[src/rtl/charlieplex_pkg.sv]
// Shared definitions for the charlieplexed PWM LED driver: CTRL bit map,
// scan phase encoding and the (anode, cathode) -> LED index mapping.
package charlieplex_pkg;

    localparam int CTRL_EN     = 0;
    localparam int CTRL_COMMIT = 1;

    typedef enum logic {
        ST_BLANK = 1'b0,
        ST_ON    = 1'b1
    } scan_state_e;

    // Each anode row owns NPINS-1 consecutive LEDs; its own pin is skipped.
    function automatic int led_index(input int a, input int k, input int npins);
        return a * (npins - 1) + ((k < a) ? k : k - 1);
    endfunction

endpackage

[src/rtl/charlieplex_scan.sv]
// Row/PWM timebase: prescaler, blank/PWM tick counters, row counter and the
// BLANK/ON scan FSM. frame_start_o pulses in the cycle row 0 BLANK is entered.
module charlieplex_scan
    import charlieplex_pkg::*;
#(
    parameter int NPINS       = 7,
    parameter int PWM_BITS    = 8,
    parameter int PRESCALE    = 4,
    parameter int BLANK_TICKS = 2,
    parameter int ROW_W       = $clog2(NPINS)
) (
    input  logic                clk_i,
    input  logic                rst_ni,
    output logic [ROW_W-1:0]    row_o,
    output logic [PWM_BITS-1:0] pwm_o,
    output scan_state_e         phase_o,
    output logic                frame_start_o
);

    localparam int PRE_W = (PRESCALE > 1) ? $clog2(PRESCALE) : 1;
    localparam int BLK_W = (BLANK_TICKS > 1) ? $clog2(BLANK_TICKS) : 1;

    scan_state_e         state_q, state_d;
    logic [ROW_W-1:0]    row_q, row_d;
    logic [PWM_BITS-1:0] pwm_q, pwm_d;
    logic [BLK_W-1:0]    blank_q, blank_d;
    logic [PRE_W-1:0]    pre_q, pre_d;
    logic                tick;
    logic                frame_start;

    assign tick = (pre_q == PRE_W'(PRESCALE - 1));

    always_ff @(posedge clk_i or negedge rst_ni) begin
        if (!rst_ni) begin
            state_q <= ST_BLANK;
            row_q   <= '0;
            pwm_q   <= '0;
            blank_q <= '0;
            pre_q   <= '0;
        end else begin
            state_q <= state_d;
            row_q   <= row_d;
            pwm_q   <= pwm_d;
            blank_q <= blank_d;
            pre_q   <= pre_d;
        end
    end

    always_comb begin
        state_d     = state_q;
        row_d       = row_q;
        pwm_d       = pwm_q;
        blank_d     = blank_q;
        frame_start = 1'b0;
        pre_d       = tick ? '0 : pre_q + 1'b1;
        if (tick) begin
            case (state_q)
                ST_BLANK: begin
                    if (blank_q == BLK_W'(BLANK_TICKS - 1)) begin
                        state_d = ST_ON;
                        pwm_d   = '0;
                        blank_d = '0;
                    end else begin
                        blank_d = blank_q + 1'b1;
                    end
                end
                ST_ON: begin
                    if (&pwm_q) begin
                        state_d = ST_BLANK;
                        blank_d = '0;
                        if (row_q == ROW_W'(NPINS - 1)) begin
                            row_d       = '0;
                            frame_start = 1'b1;
                        end else begin
                            row_d = row_q + 1'b1;
                        end
                    end else begin
                        pwm_d = pwm_q + 1'b1;
                    end
                end
                default: state_d = ST_BLANK;
            endcase
        end
    end

    assign row_o         = row_q;
    assign pwm_o         = pwm_q;
    assign phase_o       = state_q;
    assign frame_start_o = frame_start;

endmodule

[src/rtl/charlieplex_pwm.sv]
// Wishbone charlieplex LED driver with double-buffered per-LED PWM brightness.
// Define CHARLIEPLEX_GAMMA_EN for square-law gamma on the duty cycle.
module charlieplex_pwm
    import charlieplex_pkg::*;
#(
    parameter int NPINS       = 7,
    parameter int PWM_BITS    = 8,
    parameter int DATA_W      = 8,
    parameter int ADDR_W      = 8,
    parameter int PRESCALE    = 4,
    parameter int BLANK_TICKS = 2
) (
    input  logic              clk_i,
    input  logic              rst_ni,
    input  logic              wb_cyc_i,
    input  logic              wb_stb_i,
    input  logic              wb_we_i,
    input  logic [ADDR_W-1:0] wb_adr_i,
    input  logic [DATA_W-1:0] wb_dat_i,
    output logic [DATA_W-1:0] wb_dat_o,
    output logic              wb_ack_o,
    output logic [NPINS-1:0]  charlieplex_oe,
    output logic [NPINS-1:0]  charlieplex_o
);

    localparam int NLEDS = NPINS * (NPINS - 1);
    localparam int ROW_W = $clog2(NPINS);

    logic [PWM_BITS-1:0] back_q  [NLEDS];
    logic [PWM_BITS-1:0] front_q [NLEDS];
    logic                en_q, en_d;
    logic                pending_q, pending_d;
    logic                ack_q;
    logic [DATA_W-1:0]   dat_q, rd_d;
    logic [NPINS-1:0]    oe_q, oe_d;
    logic [NPINS-1:0]    o_q, o_d;

    logic                wb_req, sel_led, sel_ctrl, led_wr, ctrl_wr, swap;
    logic [ROW_W-1:0]    scan_row;
    logic [PWM_BITS-1:0] scan_pwm;
    scan_state_e         scan_phase;
    logic                frame_start;

    charlieplex_scan #(
        .NPINS       (NPINS),
        .PWM_BITS    (PWM_BITS),
        .PRESCALE    (PRESCALE),
        .BLANK_TICKS (BLANK_TICKS),
        .ROW_W       (ROW_W)
    ) u_scan (
        .clk_i         (clk_i),
        .rst_ni        (rst_ni),
        .row_o         (scan_row),
        .pwm_o         (scan_pwm),
        .phase_o       (scan_phase),
        .frame_start_o (frame_start)
    );

    // Wishbone decode; the !ack term keeps a held strobe from re-triggering.
    assign wb_req   = wb_cyc_i & wb_stb_i & ~ack_q;
    assign sel_led  = (wb_adr_i < ADDR_W'(NLEDS));
    assign sel_ctrl = (wb_adr_i == ADDR_W'(NLEDS));
    assign led_wr   = wb_req & wb_we_i & sel_led;
    assign ctrl_wr  = wb_req & wb_we_i & sel_ctrl;
    assign swap     = pending_q & frame_start;

    always_comb begin
        en_d      = ctrl_wr ? wb_dat_i[CTRL_EN] : en_q;
        pending_d = pending_q;
        // A fresh commit request wins over the swap that clears the old one.
        if (ctrl_wr && wb_dat_i[CTRL_COMMIT]) begin
            pending_d = 1'b1;
        end else if (swap) begin
            pending_d = 1'b0;
        end
    end

    always_comb begin
        rd_d = '0;
        if (sel_led) begin
            for (int i = 0; i < NLEDS; i++) begin
                if (wb_adr_i == ADDR_W'(i)) begin
                    rd_d[PWM_BITS-1:0] = back_q[i];
                end
            end
        end else if (sel_ctrl) begin
            rd_d[CTRL_EN]     = en_q;
            rd_d[CTRL_COMMIT] = pending_q;
        end
    end

    always_ff @(posedge clk_i or negedge rst_ni) begin
        if (!rst_ni) begin
            en_q      <= 1'b0;
            pending_q <= 1'b0;
            ack_q     <= 1'b0;
            dat_q     <= '0;
            oe_q      <= '0;
            o_q       <= '0;
            for (int i = 0; i < NLEDS; i++) begin
                back_q[i]  <= '0;
                front_q[i] <= '0;
            end
        end else begin
            en_q      <= en_d;
            pending_q <= pending_d;
            ack_q     <= wb_req;
            dat_q     <= (wb_req && !wb_we_i) ? rd_d : '0;
            oe_q      <= oe_d;
            o_q       <= o_d;
            for (int i = 0; i < NLEDS; i++) begin
                if (led_wr && (wb_adr_i == ADDR_W'(i))) begin
                    back_q[i] <= wb_dat_i[PWM_BITS-1:0];
                end
                // Same-cycle LED writes land in back only; front copies the old value.
                if (swap) begin
                    front_q[i] <= back_q[i];
                end
            end
        end
    end

    // Per pin: candidate brightness for every possible anode row, then row select.
    generate
        for (genvar gi = 0; gi < NPINS; gi++) begin : g_pin
            logic [PWM_BITS-1:0] cand [NPINS];
            logic [PWM_BITS-1:0] bright;
            logic [PWM_BITS-1:0] duty;
            logic                is_anode;
            logic                lit;

            for (genvar gj = 0; gj < NPINS; gj++) begin : g_row
                if (gi == gj) begin : g_self
                    assign cand[gj] = '0;
                end else begin : g_led
                    localparam int IDX = led_index(gj, gi, NPINS);
                    assign cand[gj] = front_q[IDX];
                end
            end

            always_comb begin
                bright = '0;
                for (int r = 0; r < NPINS; r++) begin
                    if (scan_row == ROW_W'(r)) begin
                        bright = cand[r];
                    end
                end
            end

`ifdef CHARLIEPLEX_GAMMA_EN
            logic [2*PWM_BITS-1:0] sq;
            assign sq   = {{PWM_BITS{1'b0}}, bright} * {{PWM_BITS{1'b0}}, bright};
            assign duty = sq[2*PWM_BITS-1:PWM_BITS];
`else
            assign duty = bright;
`endif

            assign is_anode = (scan_phase == ST_ON) && (scan_row == ROW_W'(gi));
            assign lit      = (scan_phase == ST_ON) && !is_anode && (scan_pwm < duty);
            assign oe_d[gi] = en_q & (is_anode | lit);
            assign o_d[gi]  = is_anode;
        end
    endgenerate

    assign wb_ack_o       = ack_q;
    assign wb_dat_o       = dat_q;
    assign charlieplex_oe = oe_q;
    assign charlieplex_o  = o_q;

endmodule

[config.mk]
export PLATFORM = sky130hd
export DESIGN_NAME = charlieplex_pwm
export DESIGN_NICKNAME = d
export VERILOG_FILES = /design/src/rtl/charlieplex_pkg.sv /design/src/rtl/charlieplex_scan.sv /design/src/rtl/charlieplex_pwm.sv
export SDC_FILE = /design/constraint.sdc
export NUM_CORES = 1
export LEC_CHECK = 0
export CORE_ASPECT_RATIO = 0.8
export CORE_UTILIZATION = 48
export DETAILED_ROUTE_END_ITERATION = 16
export REMOVE_ABC_BUFFERS = 1
export SYNTH_ARGS = -nofsm -noshare
export SYNTH_HDL_FRONTEND = slang
export SYNTH_SLANG_ARGS = --single-unit
[constraint.sdc]
create_clock -name clk_i -period 11.3 [get_ports clk_i]
set_input_delay 1.13 -clock clk_i [delete_from_list [all_inputs] [get_ports clk_i]]
set_output_delay 1.13 -clock clk_i [all_outputs]
set_load 0.01 [all_outputs]
==> qor_table.md, run 1 <==
| Quantity | This run | Unit |
| --- | --- | --- |
| Capturing element type of the critical path | flip-flop | - |
| EDFF count, synth | 0 | - |
| Number of vias per cell | 6.778 | - |
| Total negative setup slack | 0 | ps |
| Average wire per standard cell | 36.70 | um |
| Max cap viols | 0 | - |
| Count of different cell masters after synthesis | 90 | - |
| Max_slew headroom | 18.76 | % |
| Total area of sequential cells | 17820 | um2 |
| Number of DRC violations after detailed-routing iteration 0 | 3318 | - |
| CP dominant cell by count | a21oi_1 | - |
| Post-synthesis sequential area ratio | 52.23 | % |
| Number of nets with antenna violations after routing | 0 | - |
| Clock tree from TritonCTS | built | - |
| Final worst slack | 5717 | ps |
| Total overflow reported by the global router | 0 | - |
| Final-report setup violation count | 0 | - |
| Critical-path maximum fanout | 88 | - |
| Mean cell area of the mapped netlist | 11.97 | um2 |
| Most frequent cells after synthesis | dfrtp_1 (712), mux2_2 (644), nand2_1 (236), o21ai_0 (160), clkbuf_1 (139) | - |
| Top-level I/O count | 44 | - |
| Pin count of the biggest net entering global routing | 179 | - |
| Worst-case clock buffer depth | 3 | - |
| # fillers | 6044 | - |
| Clk_lat worst skew | 640 | ps |
| Peak supply drop | 0.0001132 | V |
| Core area | 70430 | um2 |
| Area overhead of the layout relative to synthesis | 11.03 | % |
| Arrival @ worst endpoint | 6030 | ps |
| Critical Path Start Type | flip-flop | - |
| Area of combinational cells with multiple inputs | 15450 | um2 |
| Top post-synthesis cells by area | dfrtp_1 (52%), mux2_2 (21%), nand2_1 (2.6%) | - |
| Leak | 17.97 | nW |
| Max-slew violation total from the final report | 0 | - |
| Ordered list of cells on the worst path | nand2_1 -> inv_1 -> ha_2 -> buf_4 -> nor2_1 -> a21oi_1 -> a21oi_1 -> a21oi_1 -> ha_1 -> nand4_1 -> nor2_1 -> o211ai_1 -> a21oi_1 -> a2111oi_0 | - |
| Gp weighted congestion | 0.9965 | - |
| Clock Tree Root | clkbuf_16 | - |
| TritonCTS Sinks | 712 | - |
| Library cell contributing the largest single delay on the critical path | dfrtp_4 | - |
| Final wirelength | 140300 | um |
| Worst path max stage delay | 1190 | ps |
| Cell type with the highest aggregate area in the netlist | dfrtp_1 | - |
| Cts bufs inserted | 75 | - |
| Maximum level of the CTS H-tree | 3 | - |
| Min cycle time layout | 5583 | ps |
| Kind of critical path | reg2reg | - |
| Resized cells post-CTS | 0 | - |
| Number of setup buffers added after CTS | 0 | - |
| Wire length of the first global-routing pass | 196500 | um |
| Path category of the worst min-delay check | reg2reg | - |
| Share of cells above drive strength 1 | 30.53 | % |
| Power density relative to cell area | 140.0 | nW/um2 |
| Buf+Inv Stages, Crit Path | 2 | - |
| Status | finished clean | - |
| HPWL after DPL | 98630 | um |
| Top flip-flop cell by instance count after synthesis | dfrtp_1 | - |
| Drt drc | 0 | - |
| Proportion of netlist area held by the largest area contributor | 52.23 | % |
| Unrepaired setup endpoints after global routing | no | - |
| Number of iterations in the first detailed-routing pass | 7 | - |
| Worst clock skew | 20.03 | ps |
| Transition at the pin with the smallest max-transition slack | 1219 | ps |
| I/O Buffers | 43 | - |
| Category of cells accounting for the largest share of critical-path delay | compound AO/OA/AOI/OAI gates | - |
| Total of warnings raised by yosys | 0 | - |
| Cell with the most instances after synthesis | dfrtp_1 | - |
| Required time at the worst-slack endpoint | 11750 | ps |
| Gate count of the mapped netlist | 2851 | - |
| Clock slew at reported path FFs | 60 | ps |
| Worst-case setup slack after placement | 5969 | ps |
| NumNets Final | 2903 | - |
| Total via count after detailed routing | 25907 | - |
| Full die area | 72140 | um2 |
| Vert. Die Dim | 240.4 | um |
| Post-route clock period utilization | 49.40 | % |
| Register bit count reported by yosys | 712 | - |
| Maximum clock frequency | 0.1791 | GHz |
| Starting density of the core | 48.44 | % |
| CTS Hold Buffers Added | 0 | - |
| Vias in the first global route | 24843 | - |
| Width of the chip | 300.1 | um |
| FP Rows | 87 | - |
| Post-synthesis async set-or-reset flop share | 100.0 | % |
| Antenna violations before repair | 9 | - |
| Netlist area before placement | 34110 | um2 |
| Number of failing hold endpoints at the final stage | 0 | - |
| Overall routing resource usage | 39.10 | % |
flip-flops by register name, summed over array words and instances (netlist names):
| register | flops |
|---|---|
| pending_q | 1 |
| u_scan.pwm_o | 8 |
| front_q | 336 |
| u_scan.pre_q | 2 |
| wb_ack_o | 1 |
| charlieplex_oe | 7 |
| charlieplex_o | 7 |
| back_q | 336 |
| en_q | 1 |
| wb_dat_o | 8 |
| u_scan.blank_q | 1 |
| u_scan.phase_o | 1 |
| u_scan.row_o | 3 |
worst register-to-register path: stages, from the launching register on:
cell,delay (ps)
dfrtp_4,1190
nand2_1,220
inv_1,130
ha_2,170
buf_4,720
nor2_1,250
a21oi_1,560
a21oi_1,150
a21oi_1,620
ha_1,380
nand4_1,100
nor2_1,60
o211ai_1,110
a21oi_1,50
a2111oi_0,680
worst paths after layout:
| path | to | depth (start not counted) | slack [ps] | from |
|---|---|---|---|---|
| setup / recovery | charlieplex_oe[0]$_DFF_PN0_ | 14 | 5720 | u_scan.row_o[1]$_DFFE_PN0P_ |
| setup reg to reg | charlieplex_oe[0]$_DFF_PN0_ | 14 | 5720 | u_scan.row_o[1]$_DFFE_PN0P_ |
| max in group asynchronous | back_q[106]$_DFFE_PN0P_ | 3 | 8250 | rst_ni |
| min in group asynchronous | front_q[319]$_DFFE_PN0P_ | 1 | 540 | rst_ni |
| hold / removal | u_scan.pre_q[0]$_DFF_PN0_ | 1 | 450 | u_scan.pre_q[0]$_DFF_PN0_ |
| hold reg to reg | u_scan.pre_q[0]$_DFF_PN0_ | 1 | 450 | u_scan.pre_q[0]$_DFF_PN0_ |
logic make-up after synthesis:
kind of cell             share of synthesized area, %
AND/OR/NAND/NOR                                 7.504
AO/OA/AOI/OAI                                   12.32
XOR/XNOR                                       0.1797
multiplexers                                    23.19
adder cells (fa/ha/maj)                         1.907
flip-flops                                      52.23
buffers and inverters                           2.670
cells in the final DEF, fill, tap and decap left out, types with 33 or more instances in the layout:
| master | count |
|---|---|
| nor3_1 | 43 |
| a22oi_1 | 47 |
| nor2_1 | 121 |
| a21oi_1 | 117 |
| clkdlybuf4s50_1 | 33 |
| buf_4 | 56 |
| mux2_2 | 644 |
| clkbuf_16 | 76 |
| o21ai_0 | 160 |
| nand2_1 | 235 |
| ha_1 | 51 |
| mux2i_1 | 50 |
| dfrtp_1 | 710 |
power by group:
group	switching [W]	internal, W	total [W]
Sequential	0.00000605	0.00255	0.00256
Clock	0.00108	0.00146	0.00254
Combinational	0.000166	0.0000362	0.000202
metrics by stage:
stage          cell area (um2)  total power, W  util [%]  std cells  hold slack [ps]
6_report                 37880        0.005302     53.78       3822            445.3
5_1_grt                  37870        0.005424     53.77       3820            467.4
4_1_cts                  37870        0.005319     53.77       3820            438.7
3_5_place_dp             35380        0.002805     50.24       3687            430.6
3_3_place_gp             35370        0.002803     50.22       3686            414.8
2_1_floorplan            33270        0.002647         -       2653            403.1
per-layer routing:
layer | wire length [um] | vias to the layer above | GRT usage (%)
li1 | - | 10554 | -
met4 | 4152 | 4 | 11.29
met1 | 64500 | 13731 | 60.51
met2 | 58450 | 1400 | 54.71
met5 | 27 | - | 0
met3 | 13140 | 218 | 7.852
final cells by class:
type | count | share of cell area (%)
diodes | 2 | 0.01321
clock buffers | 105 | 5.705
clock inverters | 28 | 0.8688
inverters | 19 | 0.1883
multi-input cells | 1922 | 40.79
flip-flops and latches | 712 | 47.05
well taps | 934 | 3.085
repair buffers | 100 | 2.289
Note: power is estimated with default switching activity, not from simulation.
==> run 2, diff against run 1 <==
Settings changed: PLACE_DENSITY from default to 0.66.
Clock period 11.3 ns to 4.5 ns, I/O delays scaled along.
==> run 2 against run 1 <==
Against the previous run:
- sequential share of layout area down 1.2 points
- count of clock-buffer cells in the layout rose by 4
- flip-flop and latch count did not move
- total power increased to 2.6 times the previous value
- hold slack got worse by 23 ps
- critical path depth unchanged
- critical endpoint unchanged
- core utilization increased by 1.4 points
- clock power rose to 2.6 times the previous value
- combinational power increased to 2.7 times the previous value
- design area rose by 2.5%
- via count is 0.67% higher
==> qor_table.md, run 2 (synthesis gave the netlist of run 1 again) <==
| Quantity | This run | Unit | vs previous |
| --- | --- | --- | --- |
| Vert. Die Dim | 240.4 | um | unchanged |
| Number of DRC violations after detailed-routing iteration 0 | 3149 | - | -5.1% |
| Status | finished clean | - |  |
| Max-slew violation total from the final report | 0 | - | unchanged |
| Share of cells above drive strength 1 | 32.79 | % | +2.3 points |
| Clock Tree Root | clkbuf_16 | - |  |
| Min cycle time layout | 4232 | ps | -1350 ps |
| Maximum clock frequency | 0.2363 | GHz | +32% |
| Worst-case clock buffer depth | 3 | - | unchanged |
| Clk_lat worst skew | 650 | ps | about the same |
| Total overflow reported by the global router | 0 | - | unchanged |
| TritonCTS Sinks | 712 | - | unchanged |
| Vias in the first global route | 25914 | - | +4.3% |
| Overall routing resource usage | 38.77 | % | -0.33 points |
| Critical Path Start Type | flip-flop | - |  |
| HPWL after DPL | 101400 | um | +2.8% |
| Transition at the pin with the smallest max-transition slack | 1110 | ps | -109.1 ps |
| Post-route clock period utilization | 94.05 | % | +45 points |
| Most common cell after layout, fill and taps aside | dfrtp_1 | - |  |
| Cts bufs inserted | 75 | - | unchanged |
| Number of setup buffers added after CTS | 0 | - | unchanged |
| Unrepaired setup endpoints after global routing | no | - |  |
| Max cap viols | 0 | - | unchanged |
| Total via count after detailed routing | 26081 | - | +0.67% |
| Critical-path maximum fanout | 17 | - | -81% |
| Peak supply drop | 0.0003315 | V | +190% |
| Util after Layout | 55.14 | % | +1.4 points |
| Top Registers | back_q: 336 flops, front_q: 336 flops | - |  |
| Capturing element type of the critical path | flip-flop | - |  |
| NumNets Final | 2998 | - | +3.3% |
| Gp weighted congestion | 1.067 | - | +7.0% |
| Final wirelength | 138000 | um | -1.6% |
| Kind of critical path | reg2reg | - |  |
| Clock tree from TritonCTS | built | - |  |
| Number of vias per cell | 6.650 | - | -1.9% |
| Power density relative to cell area | 349.9 | nW/um2 | +150% |
| Full die area | 72140 | um2 | unchanged |
| Resized cells post-CTS | 0 | - | unchanged |
| Average wire per standard cell | 35.17 | um | -4.2% |
| Drt drc | 0 | - | unchanged |
| Clock slew at reported path FFs | 70 | ps | about the same |
| Final-report setup violation count | 0 | - | unchanged |
| Antenna violations before repair | 6 | - | -3 |
| Maximum level of the CTS H-tree | 3 | - | unchanged |
| Number of nets with antenna violations after routing | 0 | - | unchanged |
| Leak | 18.50 | nW | +3.0% |
| Arrival @ worst endpoint | 4670 | ps | -1360 ps |
| Number of iterations in the first detailed-routing pass | 8 | - | +1 |
| Path category of the worst min-delay check | reg2reg | - |  |
| Area overhead of the layout relative to synthesis | 13.83 | % |  |
| Starting density of the core | 48.44 | % | unchanged |
| Width of the chip | 300.1 | um | unchanged |
| Worst hold margin | 422.0 | ps | -23.28 ps |
| Required time at the worst-slack endpoint | 4940 | ps | -6810 ps |
| Core area | 70430 | um2 | unchanged |
| Worst clock skew | 27.04 | ps | +7.016 ps |
| Top-level I/O count | 44 | - | unchanged |
| Commonest cells after routing, fill and taps aside | dfrtp_1 (710), mux2_2 (644), nand2_1 (235), o21ai_0 (160), buf_4 (140) | - |  |
| Max_slew headroom | 25.76 | % | +7.0 points |
| FP Rows | 87 | - | unchanged |
| Number of failing hold endpoints at the final stage | 0 | - | unchanged |
| Pin count of the biggest net entering global routing | 109 | - | -39% |
| Wire length of the first global-routing pass | 195400 | um | -0.59% |
| I/O Buffers | 43 | - | unchanged |
[run 2: changes by cell type in the layout (fill, tap and decap cells not counted), moves of 2 or more]
cell        delta
buf_12        +10
buf_4         +84
bufinv_16      +3
clkbuf_8       +4
clkinv_2       -7
clkinv_8       -2
clkinvlp_4     +4
diode_2        +3
[run 2: layout make-up]
type | count | area [um2]
Antenna cell | 5 | 12.51
Clock buffer | 109 | 2237
Clock inverter | 26 | 381.6
Fill cell | 5902 | 31600
Inverter | 19 | 71.32
Multi-Input combinational cell | 1922 | 15440
Sequential cell | 712 | 17820
Tap cell | 934 | 1169
Timing Repair Buffer | 195 | 1702
[run 2: metrics by stage]
step                TNS (ps)  setup slack (ps)  power [W]  std cells  instance area [um2]
floorplan           -1841350             -5445   0.006648       2653                33270
global placement           0             337.5   0.007073       3781                36190
detailed placement         0             318.5   0.007075       3781                36190
CTS                        0             246.8    0.01363       3917                38820
global route               0             213.8    0.01392       3918                38820
finish                     0             267.7    0.01359       3922                38830
[run 2: worst max-delay path, stage by stage, from the launching register on]
cell	delay, ps
dfrtp_2	510
buf_4	300
nor3_2	190
buf_4	360
a22oi_1	160
o21ai_0	290
nand2_1	150
a311oi_1	310
a21oi_1	70
ha_1	300
a21o_1	160
a21o_1	170
a21oi_1	140
nor2_1	50
a2111oi_0	800
[run 2: where the power goes]
part / leakage, nW / internal (W) / total [W] / switching [W]
clock: 1.28 / 0.00393 / 0.00662 / 0.00269
combinational: 7.31 / 0.000120 / 0.000544 / 0.000425
sequential: 9.92 / 0.00641 / 0.00642 / 0.0000146
[run 2: layer usage]
metal  global-route usage (%)  share of wire (%)  vias up
met5                        0               0.11        -
met4                    11.55                3.1        2
met3                    13.50                 12      227
met2                    54.09                 41     1435
met1                    56.28                 44    13646
li1                         -                  -    10771
[run 2: what timing repair did]
action | in CTS | in global routing
endpoints found under the hold margin | 92 | 0
endpoints found under the setup margin | 0 | 0
hold buffers | 1 | 0
[run 2: final timing paths]
kind                                                  start                          end  slack [ps]  cells after the start
worst max-delay path            u_scan.row_o[1]$_DFFE_PN0P_  charlieplex_oe[0]$_DFF_PN0_         270                     14
worst min-delay path              u_scan.pre_q[0]$_DFF_PN0_    u_scan.pre_q[0]$_DFF_PN0_         420                      1
worst max register to register  u_scan.row_o[1]$_DFFE_PN0P_  charlieplex_oe[0]$_DFF_PN0_         270                     14
worst min register to register    u_scan.pre_q[0]$_DFF_PN0_    u_scan.pre_q[0]$_DFF_PN0_         420                      1
max in group asynchronous                            rst_ni     front_q[134]$_DFFE_PN0P_        2800                      3
min in group asynchronous                            rst_ni     front_q[315]$_DFFE_PN0P_         490                      2
